<file path="src/rtl/prm_pkg.sv">
// rtl/prm_pkg.sv - shared types and constants for the obstacle scan block
//
// Purpose : scan-controller state encoding, obstacle code width and the
//           default number of edge checkers.
// Ports   : none (package)
package prm_pkg;

  // Obstacle voxel code width: bit 0 = checker input A ... bit 14 = input O.
  localparam int CODE_W       = 15;
  // Default number of edge checkers driven in parallel.
  localparam int NUM_EDGE_DEF = 8;

  typedef enum logic [1:0] {
    ST_IDLE  = 2'd0,
    ST_SCAN  = 2'd1,
    ST_DRAIN = 2'd2,
    ST_DONE  = 2'd3
  } scan_state_e;

endpackage

</file>
<file path="src/rtl/prm_oblgc_scan.sv">
// rtl/prm_oblgc_scan.sv - obstacle-vs-edge collision scan controller
//
// Purpose : streams obstacle codes to an external bank of NUM_EDGE edge
//           checkers, ORs the returned per-edge hit masks over one frame and
//           hands the accumulated blocked mask back through a handshake.
// Ports   : clk, rst_n                 - clock, async active-low reset
//           start, abort               - frame start (IDLE only), frame drop
//           obs_valid/obs_ready/obs_code/obs_last - obstacle code stream in
//           chk_code                   - registered code to the checker bank
//           chk_mask                   - combinational hit mask from the bank
//           res_valid/res_ready/res_mask - frame result handshake
//           obs_cnt                    - accepted beats (PRM_SCAN_CNT_EN only)
//           busy                       - high outside IDLE
// Macro   : PRM_SCAN_CNT_EN adds the saturating obs_cnt beat counter.
module prm_oblgc_scan #(
  parameter int NUM_EDGE = prm_pkg::NUM_EDGE_DEF,
  parameter int CODE_W   = prm_pkg::CODE_W
) (
  input  logic                clk,
  input  logic                rst_n,
  input  logic                start,
  input  logic                abort,
  input  logic                obs_valid,
  output logic                obs_ready,
  input  logic [CODE_W-1:0]   obs_code,
  input  logic                obs_last,
  output logic [CODE_W-1:0]   chk_code,
  input  logic [NUM_EDGE-1:0] chk_mask,
  output logic                res_valid,
  input  logic                res_ready,
  output logic [NUM_EDGE-1:0] res_mask,
`ifdef PRM_SCAN_CNT_EN
  output logic [15:0]         obs_cnt,
`endif
  output logic                busy
);

  import prm_pkg::*;

  scan_state_e state;
  scan_state_e state_nxt;
  logic        stg_vld;   // chk_code holds a beat whose chk_mask is pending
  logic        accept;

  // Abort wins over a concurrent beat, so the handshake is withheld too.
  assign obs_ready = (state == ST_SCAN) && !abort;
  assign accept    = obs_ready && obs_valid;
  assign res_valid = (state == ST_DONE);
  assign busy      = (state != ST_IDLE);

  always_ff @(posedge clk or negedge rst_n) begin
    if (!rst_n) begin
      state <= ST_IDLE;
    end else begin
      state <= state_nxt;
    end
  end

  always_comb begin
    state_nxt = state;
    case (state)
      ST_IDLE:  if (start) state_nxt = ST_SCAN;
      ST_SCAN:  if (accept && obs_last) state_nxt = ST_DRAIN;
      // One cycle lets the final beat's mask fold into res_mask.
      ST_DRAIN: state_nxt = ST_DONE;
      ST_DONE:  if (res_ready) state_nxt = ST_IDLE;
      default:  state_nxt = ST_IDLE;
    endcase
    if (abort) state_nxt = ST_IDLE;
  end

  always_ff @(posedge clk or negedge rst_n) begin
    if (!rst_n) begin
      chk_code <= '0;
      stg_vld  <= 1'b0;
      res_mask <= '0;
    end else if (abort) begin
      stg_vld <= 1'b0;
    end else if ((state == ST_IDLE) && start) begin
      res_mask <= '0;
      stg_vld  <= 1'b0;
    end else begin
      // chk_mask answers for the code registered on the previous accept.
      if (stg_vld) res_mask <= res_mask | chk_mask;
      stg_vld <= accept;
      if (accept) chk_code <= obs_code;
    end
  end

`ifdef PRM_SCAN_CNT_EN
  always_ff @(posedge clk or negedge rst_n) begin
    if (!rst_n) begin
      obs_cnt <= '0;
    end else if (!abort && (state == ST_IDLE) && start) begin
      obs_cnt <= '0;
    end else if (accept && (obs_cnt != 16'hFFFF)) begin
      obs_cnt <= obs_cnt + 16'd1;
    end
  end
`endif

endmodule

</file>
<file path="config.mk">
export PLATFORM = sky130hd
export DESIGN_NAME = prm_oblgc_scan
export DESIGN_NICKNAME = d
export VERILOG_FILES = /design/src/rtl/prm_pkg.sv /design/src/rtl/prm_oblgc_scan.sv
export SDC_FILE = /design/constraint.sdc
export NUM_CORES = 1
export LEC_CHECK = 0
export CAP_MARGIN = 20
export CORE_MARGIN = 2
export CORE_UTILIZATION = 39
export DETAILED_ROUTE_END_ITERATION = 8
export PLACE_DENSITY = 0.87
export SLEW_MARGIN = 20
export SYNTH_ARGS = -nofsm -noshare
export SYNTH_HDL_FRONTEND = slang
export SYNTH_SLANG_ARGS = --single-unit
</file>
<file path="constraint.sdc">
create_clock -name clk -period 1.95 [get_ports clk]
set_input_delay 0.39 -clock clk [delete_from_list [all_inputs] [get_ports clk]]
set_output_delay 0.39 -clock clk [all_outputs]
set_load 0.03 [all_outputs]
</file>
; ---- Word level (Yosys, flattened, before mapping)
; Index checks and enable logic that the tools add are counted.
[word_totals]
register_bits = 26
input_bits = 30
output_inout_bits = 26
[classes]
eq_ne = 6
muxes = 9
bitwise = 3
reduce_logical = 11
[op_table]
columns = operator, count
row1 = two-way mux 8 bit, 2
row2 = two-way mux 2 bit, 4
row3 = bitwise OR 8 bit, 1
row4 = one-hot mux 2 bit (4 select lines), 1
row5 = "inequality test 3 x 2 -> 1 bit, second input constant", 2
row6 = AND reduction 3 bit, 2
row7 = "== test 2 bit, second input constant", 2
row8 = logical AND 1 bit, 4
row9 = nonzero test 2 bit, 2
row10 = "inequality test 3 bit, second input constant", 1
row11 = "== test 2 x 1 -> 1 bit, second input constant", 1
row12 = logical NOT 2 bit, 1
row13 = two-way mux 1 bit, 2
row14 = NOT 1 bit, 2
row15 = AND reduction 2 bit, 1
row16 = logical NOT 1 bit, 1

; ---- Depth between registers and ports, before layout
; Gate-level depths: netlist of the first run.
[logic_depth]
word_depth = 7
mapped_depth = 7
depth_no_buf = 5

; ---- Worst setup path before layout of the first run
; No wires, ideal clock.
[synth_path]
path_kind = register to register
startpoint = register state[1]
endpoint = register chk_code[10]
arrival_time_ns = 1.763
slack_ns = 0.062
stages_incl_launch_ff = 8
n_path_buf = 2
period_less_slack_ns = 1.888
path_cell_list = dfrtp_1 inv_1 ha_1 nor2b_2 and3_1 buf_6 buf_6 mux2_4
[synth_between]
elab_chain_cells = 4
word_cells_on_any_way = 7
cone_classes = eq/ne: 1 / bitwise: 1 / reduce/logical: 5
[synth_rtl]
columns = element, line
row1 = from (decl), prm_oblgc_scan.sv:40  ; scan_state_e state;
row2 = from (signal assigned), prm_oblgc_scan.sv:55  ; state <= state_nxt;
row3 = == test 2 x 1 -> 1 bit, prm_oblgc_scan.sv:46  ; assign obs_ready = (state == ST_SCAN) && !abort;
row4 = logical AND 1 bit, prm_oblgc_scan.sv:46
row5 = named net obs_ready, prm_oblgc_scan.sv:24  ; output logic obs_ready,
row6 = logical AND 1 bit, prm_oblgc_scan.sv:47  ; assign accept = obs_ready && obs_valid;
row7 = AND reduction 3 bit (no line), -
row8 = to (signal assigned), prm_oblgc_scan.sv:86  ; if (accept) chk_code <= obs_code;
row9 = to (decl), prm_oblgc_scan.sv:27  ; output logic [CODE_W-1:0] chk_code,
; The timed path passes the listed nets, and every way through them passes these cells.
; A chain may end at the register's enable or synchronous reset.

; ---- Worst setup path in the final report of the first run
[layout_path]
startpoint = register chk_code[5]
endpoint = output chk_code[5]
; No word-level cell between the ends.

==> results by group, run 1 <==
Run status
  – Outcome: finished, final reports clean

Clock tree
  – CTS clk-pin slew, worst paths: 130 ps
  – Setup Fix Bufs, Post-CTS: 0
  – CTS Buf Count: 3
  – Worst skew pair latency: 320 ps
  – CTS tree: built
  – H-tree lvl count: 1
  – CTS sink cnt: 26
  – CTS Hold Bufs: 0
  – Root Driver: clkbuf_4
  – Max clock buf depth: 2

Detailed routing
  – Routed via count: 822
  – First-iteration detailed-routing DRC count: 22
  – Detail Route Antenna Nets: 0
  – WL/cell: 13.5 µm
  – Drt total wl: approximately 2300 µm
  – Drt via density: around 4.8
  – Drt first pass iters: 4
  – DRC Markers: 0

Finish
  – Most frequent cells in the layout: clkdlybuf4s50_1, dfrtp_1, mux2_4, nor2_1, a21oi_1
  – Final nets: 178
  – Layout Cells excl Fill: ~170
  – Ant diodes: 0
  – Post-layout util: 0.639
  – Commonest non-fill, non-tap cell in the layout: clkdlybuf4s50_1
  – Synth-to-Final Area Change: 55.8%
  – Layout cells sized above 1: 0.176

Min path
  – Worst hold path type: in -> async

Setup path
  – CP required: 1560 ps
  – Crit path max fanout: 2
  – Startpoint Class: flip-flop
  – Crit end category: primary output
  – CP cell instances: clkdlybuf4s50_1
  – Crit path DAT: 1390 ps
  – Crit path max-delay cell type: clkdlybuf4s50_1
  – Buf+Inv Stages, Crit Path: 1
  – Crit Path Class: reg -> out
  – Largest delay share family, worst path: buffers and inverters
  – Slowest cell delay on critical path: approximately 700 ps

Die
  – Die Wd: 57.6 µm
  – Die area: ~3300 µm²
  – # rows: 19
  – Core Area: 2730 µm²
  – Initial Utilization: 0.410
  – Top-level I/O count: between 50 and 60
  – Die H: 57.6 µm

STA
  – Slew headroom: 0.639
  – Worst setup margin: 170 ps
  – Slew Limit Fails: 0
  – Fin crit share: 0.913
  – Clk_skew: around 4.8 ps
  – Setup violators final: 0
  – RSZ-0062 raised after global routing: false
  – Final worst path period need: between 1500 and 2000 ps
  – WHS: between 400 and 500 ps
  – Final Hold Fails: 0
  – Max frequency: 562 MHz
  – Worst-margin pin slew: 541 ps
  – Total negative slack: 0 ps

Power
  – P_sw: 0.957 mW
  – Seq pwr share: 0.355
  – VDD IR max: 1.06 mV
  – Net Sw Frac: 0.392
  – LEAKAGE: 0.810 nW
  – Power Density: 1400 nW/µm²
  – Combinational Power Share: 0.536
  – Clock power share: 0.110
  – Cell internal pwr: 1.49 mW

Logic synthesis
  – Register bit total from synthesis: 26
  – Avg Inst Size Synth: 13.5 µm²
  – Syn Inst Count: 83
  – Yosys Warn Count: 0
  – Post-synthesis sequential area ratio: 0.580
  – Syn Nets: 118
  – Netlist cell types: 17
  – Post-synthesis cell area: between 1000 and 1500 µm²

Placement
  – # port buffers: 55
  – HPWL after DPL: 1810 µm
  – Pre-CTS setup slack: 95.9 ps
  – Dpl cells: 169
  – Gpl congestion: 0.657

GRT
  – Number of global-route vias before repair: 870
  – Total GRT Usage: 0.153
  – Global-route wire length before repair: 3860 µm
  – Initial antenna violation count: 0
  – Grt ovf: 0
  – Pin count of the biggest net entering global routing: 27

Flow run
  – Max cap viols: 0
==> final timing paths <==
check / slack, ps / endpoint / depth (start not counted) / from
worst min register to register: 510 / res_mask[1]$_DFFE_PN0P_ / 2 / res_mask[1]$_DFFE_PN0P_
max in group asynchronous: 1300 / chk_code[4]$_DFFE_PN0P_ / 2 / rst_n
min in group clk: 510 / res_mask[1]$_DFFE_PN0P_ / 2 / res_mask[1]$_DFFE_PN0P_
worst max register to register: 220 / chk_code[2]$_DFFE_PN0P_ / 6 / state[1]$_DFFE_PN0P_
worst max-delay path: 170 / chk_code[5] / 1 / chk_code[5]$_DFFE_PN0P_
worst min-delay path: 410 / chk_code[13]$_DFFE_PN0P_ / 2 / rst_n
==> repair_timing <==
item / in CTS / in global routing
resized for setup: 2 / 2
cloned: 0 / 0
endpoints found under the setup margin: 2 / 1
==> cells in the mapped netlist (all sizes together) <==
cell type  instances  share of area
a222oi             1         0.0089
buf                2          0.020
dfrtp             26           0.58
nor2b              1         0.0078
clkbuf             1         0.0033
inv                5          0.017
and3               1         0.0056
mux2              15           0.18
nand2b             3          0.017
nor2               9          0.030
a21oi              8          0.036
mux2i              2          0.018
nand2              2         0.0067
and2b              1         0.0067
ha                 5          0.056
o21bai             1         0.0067
==> sequential cells by signal, summed over array words and instances (netlist names) <==
signal,flops
res_mask,8
chk_code,15
state,2
stg_vld,1
==> layer usage <==
metal | GRT usage | part of all wire | routed length [µm] | vias up
met4 | 0.0399 | 0.0090 | 21 | 0
met3 | 0.0513 | 0.098 | 229 | 2
li1 | - | - | - | 390
met5 | 0 | 0 | 0 | -
met2 | 0.260 | 0.49 | 1140 | 39
met1 | 0.187 | 0.41 | 952 | 391
==> final cells by class <==
cell class	instances	area, µm²
timing repair buffer	58	577
clock buffer	4	36.3
sequential	26	651
inverter	5	18.8
fill	214	987
tap	31	38.8
multi-input combinational	49	425
==> power by group through the flow <==
stage,Clock (mW),Sequential [mW],Combinational (mW)
floorplan,0,1.22,0.420
global placement,0,0.864,1.31
detailed placement,0,0.868,1.34
CTS,0.279,0.868,1.33
global route,0.303,0.896,1.38
finish,0.268,0.867,1.31
==> metrics by stage <==
step / area, µm² / total power, mW
2_1_floorplan: 1120 / 1.64
3_3_place_gp: 1720 / 2.17
3_5_place_dp: 1720 / 2.21
4_1_cts: 1750 / 2.47
5_1_grt: 1750 / 2.58
6_report: 1750 / 2.44
==> kinds of logic (layout without fill, tap and decap cells) <==
family	Yosys count	count (layout)	share of synthesized area
buffers and inverters	8	67	0.0402
AOI/OAI and AO/OA	10	10	0.0513
DFF	26	26	0.580
adders and majority gates	5	5	0.0558
and+or+nand+nor	17	17	0.0737
muxes	17	17	0.199
(Power assumes the default switching activity.)
==> inputs of run 2 (changes only) <==
CTS_BUF_LIST = sky130_fd_sc_hd__clkbuf_16   (was not set)
GPL_ROUTABILITY_DRIVEN = 0   (was not set)
clock period = 2 ns   (was 1.95 ns; I/O delays follow)
==> run 2 against run 1 <==
Effect of this change:
- combinational power is essentially flat
- final area grew 2.9%
- sequential power shrank 2%
- register-to-register slack gained 50 ps
- critical path type unchanged
==> results by group, run 2 (synthesized netlist as in run 1, its figures left out) <==
Power
  – Clock power share: 0.169 (was 0.110)
  – VDD IR max: 1.15 mV (was 1.06 mV)
  – Net Sw Frac: 0.371 (was 0.392)
  – Power Density: 1430 nW/µm² (was 1400 nW/µm²)
  – Combinational Power Share: 0.500 (was 0.536)
  – P_sw: 0.951 mW (was 0.957 mW)
  – Seq pwr share: 0.331 (was 0.355)
  – LEAKAGE: 0.843 nW (was 0.810 nW)
  – Cell internal pwr: 1.61 mW (was 1.49 mW)

Die
  – Die H: 57.6 µm (unchanged)
  – Die area: 3320 µm² (unchanged)
  – Die Wd: 57.6 µm (unchanged)
  – # rows: 19 (unchanged)
  – Core Area: 2730 µm² (unchanged)
  – Initial Utilization: 0.410 (unchanged)
  – Top-level I/O count: 56 (unchanged)

Finish
  – Reg with most FFs: chk_code (unchanged)
  – Synth-to-Final Area Change: 60.3% (was 55.8%)
  – Register area: 651 µm² (unchanged)
  – Commonest non-fill, non-tap cell in the layout: clkdlybuf4s50_1 (unchanged)
  – Max reg flops: 15 (unchanged)
  – Layout cells sized above 1: 0.162 (was 0.176)
  – Final nets: 178 (unchanged)
  – Fillers: 202 (was 214)
  – Ant diodes: 0 (unchanged)
  – Multi-input logic area: 425 µm² (unchanged)
  – Post-layout util: 0.657 (was 0.639)
  – Biggest regs: chk_code x15, res_mask x8, state x2 (unchanged)
  – Most frequent cells in the layout: clkdlybuf4s50_1, dfrtp_1, mux2_4, nor2_1, a21oi_1 (unchanged)

Clock tree
  – CTS tree: built (unchanged)
  – CTS Buf Count: 3 (unchanged)
  – Worst skew pair latency: 250 ps (was 320 ps)
  – Setup Fix Bufs, Post-CTS: 0 (unchanged)
  – CTS sink cnt: 26 (unchanged)
  – CTS clk-pin slew, worst paths: 60 ps (was 130 ps)
  – Max clock buf depth: 2 (unchanged)
  – Root Driver: clkbuf_16 (was clkbuf_4)
  – CTS Hold Bufs: 0 (unchanged)
  – H-tree lvl count: 1 (unchanged)

Detailed routing
  – WL/cell: 13.8 µm (was 13.5 µm)
  – First-iteration detailed-routing DRC count: 22 (unchanged)
  – Detail Route Antenna Nets: 0 (unchanged)
  – Drt first pass iters: 4 (unchanged)
  – Drt via density: 4.73 (was 4.75)
  – Routed via count: 819 (was 822)
  – DRC Markers: 0 (unchanged)
  – Drt total wl: 2380 µm (was 2340 µm)

Setup path
  – Reg-to-reg startpoint: state[1]$_DFFE_PN0P_ (unchanged)
  – Reg2Reg Depth: 6 (unchanged)
  – Crit path max fanout: 4 (was 2)
  – Crit end category: primary output (unchanged)
  – Crit path to: busy (was chk_code[5])
  – Worst R2R End: chk_code[2]$_DFFE_PN0P_ (unchanged)
  – R2r setup slk: 270 ps (was 220 ps)
  – CP required: 1600 ps (was 1560 ps)
  – Startpoint Class: flip-flop (unchanged)
  – Crit Path Class: reg -> out (unchanged)
  – Crit path DAT: 1460 ps (was 1390 ps)
  – Critical Path Source: state[0]$_DFFE_PN0P_ (was chk_code[5]$_DFFE_PN0P_)

GRT
  – Initial antenna violation count: 0 (unchanged)
  – Grt ovf: 0 (unchanged)
  – Pin count of the biggest net entering global routing: 27 (unchanged)
  – Global-route wire length before repair: 3930 µm (was 3860 µm)
  – Total GRT Usage: 0.156 (was 0.153)
  – Number of global-route vias before repair: 883 (was 870)

STA
  – Fin crit share: 0.931
  – Final Hold Fails: 0 (unchanged)
  – RSZ-0062 raised after global routing: false (unchanged)
  – Max frequency: 537 MHz
  – Clk_skew: 2.73 ps (was 4.78 ps)
  – WHS: 492 ps (was 411 ps)
  – Slew headroom: 0.640 (was 0.639)
  – Total negative slack: 0 ps (unchanged)
  – Worst-margin pin slew: 540 ps (was 541 ps)
  – Setup violators final: 0 (unchanged)
  – Slew Limit Fails: 0 (unchanged)
  – Final worst path period need: 1860 ps

Placement
  – # port buffers: 55 (unchanged)
  – HPWL after DPL: 1810 µm (unchanged)

Min path
  – Worst hold path type: reg -> reg (was in -> async)

Run status
  – Outcome: finished, final reports clean (unchanged)

Flow run
  – Max cap viols: 0 (unchanged)
==> run 2: cell types whose count changed in the layout (fill, tap and decap cells not counted) <==
cell	delta
clkinv_1	+1
clkbuf_4	-3
clkbuf_16	+3
clkbuf_2	-1
clkbuf_8	-1
dlymetal6s2s_1	+1
==> run 2: cell type report <==
class,count,share of cell area
clock inverter,1,0.00209
clock buffer,3,0.0418
timing repair buffer,58,0.325
inverter,5,0.0104
sequential,26,0.362
tap,31,0.0216
multi-input combinational,49,0.237
==> run 2: worst min-delay path by stage <==
stage | from | endpoint | slack, ps | cells past startpoint
finish | res_mask[1]$_DFFE_PN0P_ | res_mask[1]$_DFFE_PN0P_ | 490 | 2
global route | res_mask[6]$_DFFE_PN0P_ | res_mask[6]$_DFFE_PN0P_ | 530 | 2
CTS | res_mask[1]$_DFFE_PN0P_ | res_mask[1]$_DFFE_PN0P_ | 500 | 2
detailed placement | res_mask[1]$_DFFE_PN0P_ | res_mask[1]$_DFFE_PN0P_ | 490 | 2
global placement | res_mask[5]$_DFFE_PN0P_ | res_mask[5]$_DFFE_PN0P_ | 470 | 2
floorplan | rst_n | chk_code[0]$_DFFE_PN0P_ | 100 | 0
==> run 2: through the flow <==
step	power [mW]	worst slack (ps)	std cells	instance area [µm²]
after floorplan	1.60	112	83	1120
after global placement	2.12	204	169	1720
after detailed placement	2.15	136	169	1720
after CTS	2.59	50.9	173	1790
after global routing	2.69	68.7	173	1800
final	2.56	137	173	1800
==> run 2: power groups by stage <==
stage | Sequential (mW) | Clock [mW] | Combinational, mW
after floorplan | 1.19 | 0 | 0.410
after global placement | 0.842 | 0 | 1.28
after detailed placement | 0.846 | 0 | 1.30
after CTS | 0.851 | 0.440 | 1.30
after global routing | 0.878 | 0.466 | 1.35
final | 0.850 | 0.432 | 1.28
==> run 2: repair_timing <==
item | in CTS | in global routing
gates cloned | 0 | 0
pin swaps | 0 | 0
endpoints found under the setup margin | 1 | 1
gates resized for setup | 1 | 1
==> run 2: critical path, cell delays in order (launching register included) <==
cell and delay (ps):
dfrtp_1 420, inv_1 110, ha_1 240, inv_1 50, dlygate4sd2_1 390
==> run 2: metal layers <==
layer	vias to the layer above	share of wire	global-route usage
met3	2	0.099	0.0647
met4	0	0.0034	0.0199
li1	390	-	-
met1	386	0.41	0.190
met2	41	0.48	0.268
met5	-	0	0
